<file path="config.mk">
export PLATFORM = sky130hd
export DESIGN_NAME = clock_time_setter
export DESIGN_NICKNAME = d
export VERILOG_FILES = /design/src/rtl/clock_time_setter_pkg.sv /design/src/rtl/clock_time_setter_button_debouncer.sv /design/src/rtl/clock_time_setter.sv
export SDC_FILE = /design/constraint.sdc
export NUM_CORES = 1
export LEC_CHECK = 0
export BUFFER_PORTS_ARGS = -buffer_cell sky130_fd_sc_hd__buf_2
export CAP_MARGIN = 5
export CELL_PAD_IN_SITES_DETAIL_PLACEMENT = 0
export CELL_PAD_IN_SITES_GLOBAL_PLACEMENT = 1
export CORE_MARGIN = 2
export CORE_UTILIZATION = 50
export CTS_CLUSTER_DIAMETER = 150
export CTS_CLUSTER_SIZE = 25
export DETAILED_ROUTE_END_ITERATION = 8
export PLACE_DENSITY = 0.86
export SYNTH_ARGS = -nofsm -noshare
export SYNTH_HDL_FRONTEND = slang
export SYNTH_SLANG_ARGS = --single-unit
</file>
<file path="constraint.sdc">
create_clock -name clk -period 3.5 [get_ports clk]
set_input_delay 0.175 -clock clk [delete_from_list [all_inputs] [get_ports clk]]
set_output_delay 0.175 -clock clk [all_outputs]
set_load 0.005 [all_outputs]
</file>
<file path="src/rtl/clock_time_setter_pkg.sv">
// Shared types, field widths, wrap limits and helpers for the set-time control stage.
package clock_time_setter_pkg;

    typedef enum logic [1:0] {
        StRun    = 2'd0,
        StSetHr  = 2'd1,
        StSetMin = 2'd2
    } state_e;

    localparam int unsigned HrTensW  = 2;
    localparam int unsigned HrOnesW  = 4;
    localparam int unsigned MinTensW = 3;
    localparam int unsigned MinOnesW = 4;

    localparam int unsigned HrMax      = 23;
    localparam int unsigned MinTensMax = 5;
    localparam int unsigned OnesMax    = 9;

    typedef struct packed {
        logic [HrTensW-1:0] tens;
        logic [HrOnesW-1:0] ones;
    } hr_bcd_t;

    typedef struct packed {
        logic [MinTensW-1:0] tens;
        logic [MinOnesW-1:0] ones;
    } min_bcd_t;

    function automatic int unsigned ms_to_cycles(int unsigned clk_hz, int unsigned ms);
        return clk_hz / 1000 * ms;
    endfunction

    function automatic int unsigned blink_half_cycles(int unsigned clk_hz, int unsigned blink_hz);
        return clk_hz / (2 * blink_hz);
    endfunction

    function automatic int unsigned cnt_width(int unsigned n);
        return (n > 1) ? $clog2(n) : 1;
    endfunction

    // Any value at or past 23 (including captured junk) wraps to 00.
    function automatic hr_bcd_t bcd_inc_hr(hr_bcd_t v);
        hr_bcd_t     r;
        int unsigned value;
        value = {30'd0, v.tens} * 10 + {28'd0, v.ones};
        if (value >= HrMax || v.ones > HrOnesW'(OnesMax)) begin
            r = '0;
        end else if (v.ones == HrOnesW'(OnesMax)) begin
            r.tens = v.tens + 1'b1;
            r.ones = '0;
        end else begin
            r.tens = v.tens;
            r.ones = v.ones + 1'b1;
        end
        return r;
    endfunction

    function automatic min_bcd_t bcd_inc_min(min_bcd_t v);
        min_bcd_t r;
        if (v.tens > MinTensW'(MinTensMax) ||
            (v.tens == MinTensW'(MinTensMax) && v.ones >= MinOnesW'(OnesMax))) begin
            r = '0;
        end else if (v.ones >= MinOnesW'(OnesMax)) begin
            r.tens = v.tens + 1'b1;
            r.ones = '0;
        end else begin
            r.tens = v.tens;
            r.ones = v.ones + 1'b1;
        end
        return r;
    endfunction

endpackage

</file>
<file path="src/rtl/clock_time_setter_button_debouncer.sv">
// Two-flop synchroniser, stable-level filter and one-cycle rising-edge pulse for one button.
module button_debouncer #(
    parameter int unsigned DbCyc = 4
) (
    input  logic clk,
    input  logic rst,
    input  logic btn,
    output logic level,
    output logic press
);

    localparam int unsigned CntW = (DbCyc > 1) ? $clog2(DbCyc) : 1;

    logic            sync1_q, sync2_q;
    logic            stable_q, stable_d, stable_dly_q;
    logic [CntW-1:0] cnt_q, cnt_d;

    // Level only moves after DbCyc consecutive cycles disagreeing with it.
    always_comb begin
        cnt_d    = cnt_q;
        stable_d = stable_q;
        if (sync2_q == stable_q) begin
            cnt_d = '0;
        end else if (cnt_q == CntW'(DbCyc - 1)) begin
            stable_d = sync2_q;
            cnt_d    = '0;
        end else begin
            cnt_d = cnt_q + CntW'(1);
        end
    end

    always_ff @(posedge clk or negedge rst) begin
        if (!rst) begin
            sync1_q      <= 1'b0;
            sync2_q      <= 1'b0;
            stable_q     <= 1'b0;
            stable_dly_q <= 1'b0;
            cnt_q        <= '0;
        end else begin
            sync1_q      <= btn;
            sync2_q      <= sync1_q;
            stable_q     <= stable_d;
            stable_dly_q <= stable_q;
            cnt_q        <= cnt_d;
        end
    end

    assign level = stable_q;
    assign press = stable_q & ~stable_dly_q;

endmodule

</file>
<file path="src/rtl/clock_time_setter.sv">
// Set-time control: debounced MODE/INC, auto-repeat, RUN/SET_HR/SET_MIN FSM, BCD presets, blink.
module clock_time_setter
    import clock_time_setter_pkg::*;
#(
    parameter int unsigned CLK_HZ      = 100_000_000,
    parameter int unsigned DEBOUNCE_MS = 10,
    parameter int unsigned REPEAT_MS   = 300,
    parameter int unsigned BLINK_HZ    = 2
) (
    input  logic                clk,
    input  logic                rst,
    input  logic                btn_mode,
    input  logic                btn_inc,
    input  logic [HrTensW-1:0]  cur_hr_tens,
    input  logic [HrOnesW-1:0]  cur_hr_ones,
    input  logic [MinTensW-1:0] cur_min_tens,
    input  logic [MinOnesW-1:0] cur_min_ones,
    output logic [HrTensW-1:0]  set_hr_tens,
    output logic [HrOnesW-1:0]  set_hr_ones,
    output logic [MinTensW-1:0] set_min_tens,
    output logic [MinOnesW-1:0] set_min_ones,
    output logic                load,
    output logic                setting,
    output logic                blink_hr,
    output logic                blink_min
);

    localparam int unsigned DbCyc     = ms_to_cycles(CLK_HZ, DEBOUNCE_MS);
    localparam int unsigned RepCyc    = ms_to_cycles(CLK_HZ, REPEAT_MS);
    localparam int unsigned BlinkHalf = blink_half_cycles(CLK_HZ, BLINK_HZ);
    localparam int unsigned RepW      = cnt_width(RepCyc);
    localparam int unsigned BlinkW    = cnt_width(BlinkHalf);

    logic mode_press, inc_press, inc_level, unused_mode_level;

    button_debouncer #(.DbCyc(DbCyc)) u_db_mode (
        .clk   (clk),
        .rst   (rst),
        .btn   (btn_mode),
        .level (unused_mode_level),
        .press (mode_press)
    );

    button_debouncer #(.DbCyc(DbCyc)) u_db_inc (
        .clk   (clk),
        .rst   (rst),
        .btn   (btn_inc),
        .level (inc_level),
        .press (inc_press)
    );

    logic [RepW-1:0] rep_q, rep_d;
    logic            rep_fire, inc_evt;

    always_comb begin
        rep_fire = inc_level && (rep_q == RepW'(RepCyc - 1));
        rep_d    = rep_q + RepW'(1);
        if (!inc_level || rep_fire) begin
            rep_d = '0;
        end
    end

    // MODE has priority; a coincident INC is dropped.
    assign inc_evt = (inc_press | rep_fire) & ~mode_press;

    state_e   state_q, state_d;
    hr_bcd_t  hr_q, hr_d;
    min_bcd_t min_q, min_d;
    logic     load_q, load_d, setting_q, setting_d;

    always_ff @(posedge clk or negedge rst) begin
        if (!rst) begin
            state_q <= StRun;
        end else begin
            state_q <= state_d;
        end
    end

    always_comb begin
        state_d = state_q;
        if (mode_press) begin
            unique case (state_q)
                StRun:    state_d = StSetHr;
                StSetHr:  state_d = StSetMin;
                StSetMin: state_d = StRun;
                default:  state_d = StRun;
            endcase
        end
    end

    always_comb begin
        hr_d      = hr_q;
        min_d     = min_q;
        load_d    = 1'b0;
        setting_d = (state_d != StRun);
        if (mode_press) begin
            if (state_q == StRun) begin
                hr_d  = {cur_hr_tens, cur_hr_ones};
                min_d = {cur_min_tens, cur_min_ones};
            end else if (state_q == StSetMin) begin
                load_d = 1'b1;
            end
        end else if (inc_evt) begin
            if (state_q == StSetHr) begin
                hr_d = bcd_inc_hr(hr_q);
            end else if (state_q == StSetMin) begin
                min_d = bcd_inc_min(min_q);
            end
        end
    end

    logic [BlinkW-1:0] blink_cnt_q;
    logic              phase_q;

    always_ff @(posedge clk or negedge rst) begin
        if (!rst) begin
            rep_q       <= '0;
            hr_q        <= '0;
            min_q       <= '0;
            load_q      <= 1'b0;
            setting_q   <= 1'b0;
            blink_cnt_q <= '0;
            phase_q     <= 1'b0;
        end else begin
            rep_q     <= rep_d;
            hr_q      <= hr_d;
            min_q     <= min_d;
            load_q    <= load_d;
            setting_q <= setting_d;
            if (blink_cnt_q == BlinkW'(BlinkHalf - 1)) begin
                blink_cnt_q <= '0;
                phase_q     <= ~phase_q;
            end else begin
                blink_cnt_q <= blink_cnt_q + BlinkW'(1);
            end
        end
    end

    assign set_hr_tens  = hr_q.tens;
    assign set_hr_ones  = hr_q.ones;
    assign set_min_tens = min_q.tens;
    assign set_min_ones = min_q.ones;
    assign load         = load_q;
    assign setting      = setting_q;
    assign blink_hr     = (state_q == StSetHr) & phase_q;
    assign blink_min    = (state_q == StSetMin) & phase_q;

endmodule

</file>
==> flow_summary.ini, run 1 <==
[status]
status = finished, final reports clean

[routing]
viasPerCell = 5.47
vias = 4286
first_iter_violations = 344
ant_nets = 0
drc = 0
wl_um = 11000
firstDrtPassIters = 4
wl_per_cell_um = 14.0

[clock_tree]
cts_max_path_buffers = 2
clkSlewWorstSetupHoldPaths_ns = 0.06
htreeDepth = 4
cts_tree = built
cts-root-buf = clkbuf_16
cts_setup_buffers = 0
cts_inserted_buffers = 17
clk_latency_ns = 0.42
cts.sinks = 116

[place]
portBuffers = 33
place_inst = 749
routabilityCongestion = 0.815
hpwl_um = 7330

[grt]
first_global_vias = 4265
top_usage_layer = met2
grt_max_degree = 73
grt_pass1_wl_um = 19600
antenna_found_initial = 0
use_met2_pct = 29.8
grtUsageMet1_pct = 25.9
use_met3_pct = 5.99
track_usage_pct = 19.2
grt-ovfl-total = 0

[synthesis]
ys_warn_count = 0
syn_area_um2 = 5790
ys_top_cells_by_area = dfrtp_1 (50%), xor2_1 (7.1%), nor2_1 (6.0%)
synthMuxAreaShare_pct = 0.584
synth_top_family_by_area = simple AND/OR/NAND/NOR gates
yosysSeqAreaShare_pct = 50.2
synth_top_area_share_pct = 50.2
synth_compound_area_share_pct = 6.87
synth_nets = 614
synth_edf_count = 0
synth_cell_type_count = 59
yosys.area_share.simple_pct = 24.8
synth_area_per_cell_um2 = 9.91
ys.flop_type = dfrtp_1
synthCells = 584
ys_ff_latch = 116
async_reset_ff_share_pct = 100
synth-xor-area-share_pct = 12.3
synth_fa_ha_area_share_pct = 2.94
yosysTopAreaCell = dfrtp_1

[timing]
final.setup_skew_ns = 0.00832
fin_crit_ns = 2.40
fmax_mhz = 417
setup-violations-final = 0
hold_viol = 0
worst_pin_slew_ns = 0.902
setup_tns_ns = 0
maxSlewHeadroom_pct = 39.4
finalMaxSlewViolations = 0
final.period_utilization_pct = 68.6
rsz0062_at_grt = false

[worst_setup_path]
path_max_fanout = 7
critPathArrivalTime_ns = 2.70
startpoint = set_hr_tens[0]
required_ns = 3.80
r2r-start = set_hr_tens[0]
path_class = register to register
start_kind = register
cp-end-kind = register

[run]
max_cap_viol_count = 0

[min_path]
hold_start = cur_hr_ones[2]
hold_class = input port to register

[pwr]
p_total_mw = 3.18
ir_drop_mv = 0.625
power_leakage_nw = 2.93
p_per_area_nw_per_um2 = 473

[floorplan]
coreArea_um2 = 11400
ioPinCount = 34
dieArea_um2 = 12500
die_w_um = 112
rows = 39
fp.dieH_um = 112
initial_core_util_pct = 50.9

[cells_and_area]
nNetsFinal = 658
drive_above_1_share_pct = 13.1
syn_to_final_growth_pct = 16.3
final_cell_count_no_fill = 784
antennaDiodeCount = 0
[cell type report]
| cell class | instances | area (µm²) |
|---|---|---|
| fillers | 962 | 4640 |
| flip-flops and latches | 116 | 2900 |
| multi-input cells | 435 | 2750 |
| clock buffers | 18 | 429 |
| repair buffers | 40 | 228 |
| well taps | 143 | 179 |
| clock inverters | 14 | 178 |
| inverters | 18 | 67.6 |
[state kept, by name, indices dropped and copies added, names as in the netlist]
register                flops
set_hr_ones                 4
set_min_ones                4
state_q                     2
phase_q                     1
u_db_inc.cnt_q             20
u_db_inc.sync1_q            1
set_hr_tens                 2
u_db_inc.stable_dly_q       1
u_db_mode.cnt_q            20
set_min_tens                3
u_db_inc.sync2_q            1
u_db_mode.stable_dly_q      1
setting                     1
u_db_mode.sync2_q           1
u_db_inc.level              1
u_db_mode.sync1_q           1
rep_q                      25
u_db_mode.level             1
load                        1
blink_cnt_q                25
[stage by stage]
stage | setup slack, ns | utilization [%] | instance area, µm² | hold WS (ns)
3_3_place_gp | 1.25 | 53.6 | 6090 | 0.283
5_1_grt | 0.953 | 59.2 | 6730 | 0.0307
6_report | 1.10 | 59.2 | 6730 | 0.0373
4_1_cts | 1.16 | 59.2 | 6730 | 0.0260
2_1_floorplan | 1.35 | - | 5790 | -0.121
3_5_place_dp | 1.17 | 53.6 | 6090 | 0.287
[worst max-delay path, cell delays in order (launching register included)]
cell and delay, ns:
dfrtp_1 0.46, ha_1 0.27, fa_1 0.42, a211o_1 0.25
a32oi_1 0.22, o31ai_1 0.16, nor2_1 0.26, nor3_1 0.09
o21a_1 0.17
[synthesized netlist by cell type (all sizes together) (2+ instances only)]
cell type / n
a22o: 2
nand2b: 6
buf: 6
inv: 18
or3: 9
xnor2: 34
and3: 18
a21oi: 14
and4: 9
nor4b: 3
nor4: 11
a211oi: 2
nand2: 39
clkbuf: 9
a32o: 2
or4: 2
a2bb2oi: 2
mux2: 3
o21ai: 20
nand4: 12
or2: 2
o31ai: 4
ha: 12
nor2b: 4
dfrtp: 116
o21a: 3
and2: 3
nand3: 48
nor2: 94
xor2: 47
nand3b: 2
nor3: 16
[cell families after synthesis]
logic type               count (synthesis)
XOR/XNOR                                81
multiplexers                             3
flip-flops                             116
adder cells (fa/ha/maj)                 13
AND/OR/NAND/NOR                        281
buffers and inverters                   33
AO/OA/AOI/OAI                           57
[path summary, 6_finish.rpt]
| check | to | slack (ns) | depth (start not counted) |
|---|---|---|---|
| worst min-delay path | set_hr_ones[2] | 0.04 | 3 |
| max in group asynchronous | blink_cnt_q[14] | 2.17 | 3 |
| min in group asynchronous | set_hr_ones[2] | 0.44 | 2 |
| worst max-delay path | set_hr_tens[1] | 1.10 | 8 |
| worst min register to register | u_db_mode.sync2_q | 0.35 | 0 |
| worst max register to register | set_hr_tens[1] | 1.10 | 8 |
[cell usage in the layout (no fill, tap or decap), types with 3 or more instances in the layout]
cell type,instances
dfrtp_1,116
nor2_1,93
nand3_1,47
xor2_1,47
nand2_1,39
xnor2_1,34
buf_2,32
inv_1,18
and3_1,18
clkbuf_16,17
nor3_1,15
a21oi_1,14
nand4_1,12
o21ai_0,12
ha_1,12
or3_1,9
nor4_1,9
o21ai_1,8
and4_1,8
nand2b_1,6
buf_4,5
nor2b_1,4
clkinvlp_4,4
and2_1,3
o31ai_1,3
mux2_2,3
o21a_1,3
bufinv_16,3
inv_6,3
clkinv_4,3
dlygate4sd3_1,3
[power breakdown]
part	leakage, nW	total, mW	internal (mW)	switching (mW)
sequential	1.55	1.36	1.35	0.00621
clock	0.284	1.77	1.13	0.643
combinational	1.10	0.0594	0.0178	0.0416
total	2.93	3.18	2.49	0.691
[layer usage]
metal	vias to the layer above	wire (µm)
li1	2108	-
met1	2093	5250
met2	73	5170
met3	12	448
met4	0	134
met5	-	0
[repair_timing]
item / in CTS / in global routing
hold buffers: 3 / 0
resized for setup: 0 / 0
hold endpoints to repair: 72 / 0
Power figures use the tool's default switching activity.
==> inputs of run 2 (changes only) <==
- CORE_UTILIZATION: 50 -> 43
- PLACE_DENSITY: 0.86 -> 0.79
- clock period: 3.5 -> 2.01 ns (I/O delays scaled with it)
==> flow_summary.ini, run 2 (synthesized netlist as in run 1, its figures left out) <==
[min_path]
hold_class = input port to register
hold_start = cur_min_tens[0]

[floorplan]
ioPinCount = 34
coreArea_um2 = 13200
initial_core_util_pct = 43.9
rows = 42
dieArea_um2 = 14400
fp.dieH_um = 120
die_w_um = 120

[clock_tree]
clkSlewWorstSetupHoldPaths_ns = 0.06
clk_latency_ns = 0.40
cts_tree = built
cts-root-buf = clkbuf_16
cts.sinks = 116
cts_inserted_buffers = 17
cts_max_path_buffers = 2
htreeDepth = 4

[worst_setup_path]
path_max_fanout = 3
start_kind = register
required_ns = 2.30
startpoint = set_hr_tens[0]
cp-end-kind = register
path_class = register to register
r2r-start = set_hr_tens[0]
critPathArrivalTime_ns = 2.42

[place]
portBuffers = 33
place_ws_ns = -0.127
hpwl_um = 8280
routabilityCongestion = 0.882

[timing]
fmax_mhz = 471
fin_crit_ns = 2.12
worst_pin_slew_ns = 0.660
holdWs_ns = 0.0322
hold_viol = 0
final.setup_skew_ns = 0.0105
fin_ws_ns = -0.114
rsz0062_at_grt = true
maxSlewHeadroom_pct = 56.0
finalMaxSlewViolations = 0
setup-violations-final = 5
final.period_utilization_pct = 106

[cells_and_area]
layout_common_cells = dfrtp_1 (114), nor2_1 (91), nand3_1 (47), xor2_1 (47), buf_4 (42)
drive_above_1_share_pct = 21.0
syn_to_final_growth_pct = 26.2
nNetsFinal = 705
mostFrequentLayoutCell = dfrtp_1
top_regs = blink_cnt_q: 25 flops, rep_q: 25 flops
antennaDiodeCount = 0
final_util_pct = 55.4

[routing]
drc = 0
wl_per_cell_um = 14.2
wl_um = 12300
viasPerCell = 5.16
first_iter_violations = 198
vias = 4451
ant_nets = 0
firstDrtPassIters = 4

[grt]
track_usage_pct = 18.2
grt_pass1_wl_um = 20900
first_global_vias = 4449
grt-ovfl-total = 0
antenna_found_initial = 0
grt_max_degree = 117

[pwr]
ir_drop_mv = 0.460
p_per_area_nw_per_um2 = 761
power_leakage_nw = 3.20

[status]
status = finished with violations
failed_checks = setup timing

[run]
max_cap_viol_count = 0
[run 2: where the power goes]
group | internal, mW | switching, mW
sequential | 2.35 | 0.0113
combinational | 0.0388 | 0.0750
clock | 2.07 | 1.01
[run 2: worst paths after layout]
path                                       to  slack, ns  cells after the start
setup / recovery               set_hr_tens[1]      -0.11                      8
hold / removal                set_min_tens[0]       0.03                      3
setup reg to reg               set_hr_tens[1]      -0.11                      8
hold reg to reg             u_db_mode.sync2_q       0.36                      0
max in group asynchronous  u_db_inc.cnt_q[11]       1.18                      3
min in group asynchronous      set_hr_ones[2]       0.28                      3
[run 2: stage by stage]
| step | cells | power (mW) | area (µm²) | setup TNS, ns |
|---|---|---|---|---|
| 4_1_cts | 861 | 5.64 | 7230 | -0.273 |
| 5_1_grt | 863 | 5.78 | 7310 | -0.861 |
| 3_3_place_gp | 821 | 2.51 | 6490 | -0.161 |
| 6_report | 863 | 5.56 | 7310 | -0.390 |
| 3_5_place_dp | 821 | 2.51 | 6490 | -0.445 |
| 2_1_floorplan | 584 | 2.43 | 5820 | -0.0495 |
[run 2: cell type report]
type	count	area, µm²
clock inverters	8	124
fillers	1168	5880
clock buffers	23	488
well taps	176	220
multi-input cells	435	2870
repair buffers	87	629
flip-flops and latches	116	2910
inverters	18	67.6
[run 2: critical path, cell delays in order, from the launching register on]
cell and delay [ns]:
dfrtp_2 0.42, ha_4 0.18, fa_2 0.35, a211o_1 0.29, a32oi_4 0.26, o31ai_4 0.11, nor2_2 0.16, nor3_1 0.07
o21a_1 0.17
[run 2: layer usage]
| metal | vias up | global-route usage [%] | wire length [µm] |
|---|---|---|---|
| met5 | - | 0 | 0 |
| met4 | 0 | 6.40 | 73 |
| met3 | 4 | 4.71 | 384 |
| met2 | 58 | 29.0 | 6080 |
| met1 | 2189 | 24.0 | 5740 |
| li1 | 2200 | - | - |
[run 2: timing repair]
| item | 4_1_cts | 5_1_grt |
|---|---|---|
| setup buffers | 1 | 2 |
| pin swaps | 6 | 6 |
| hold endpoints to repair | 123 | 0 |
| hold buffers | 8 | 0 |
| resized for setup | 6 | 14 |
| setup endpoints to repair | 6 | 13 |
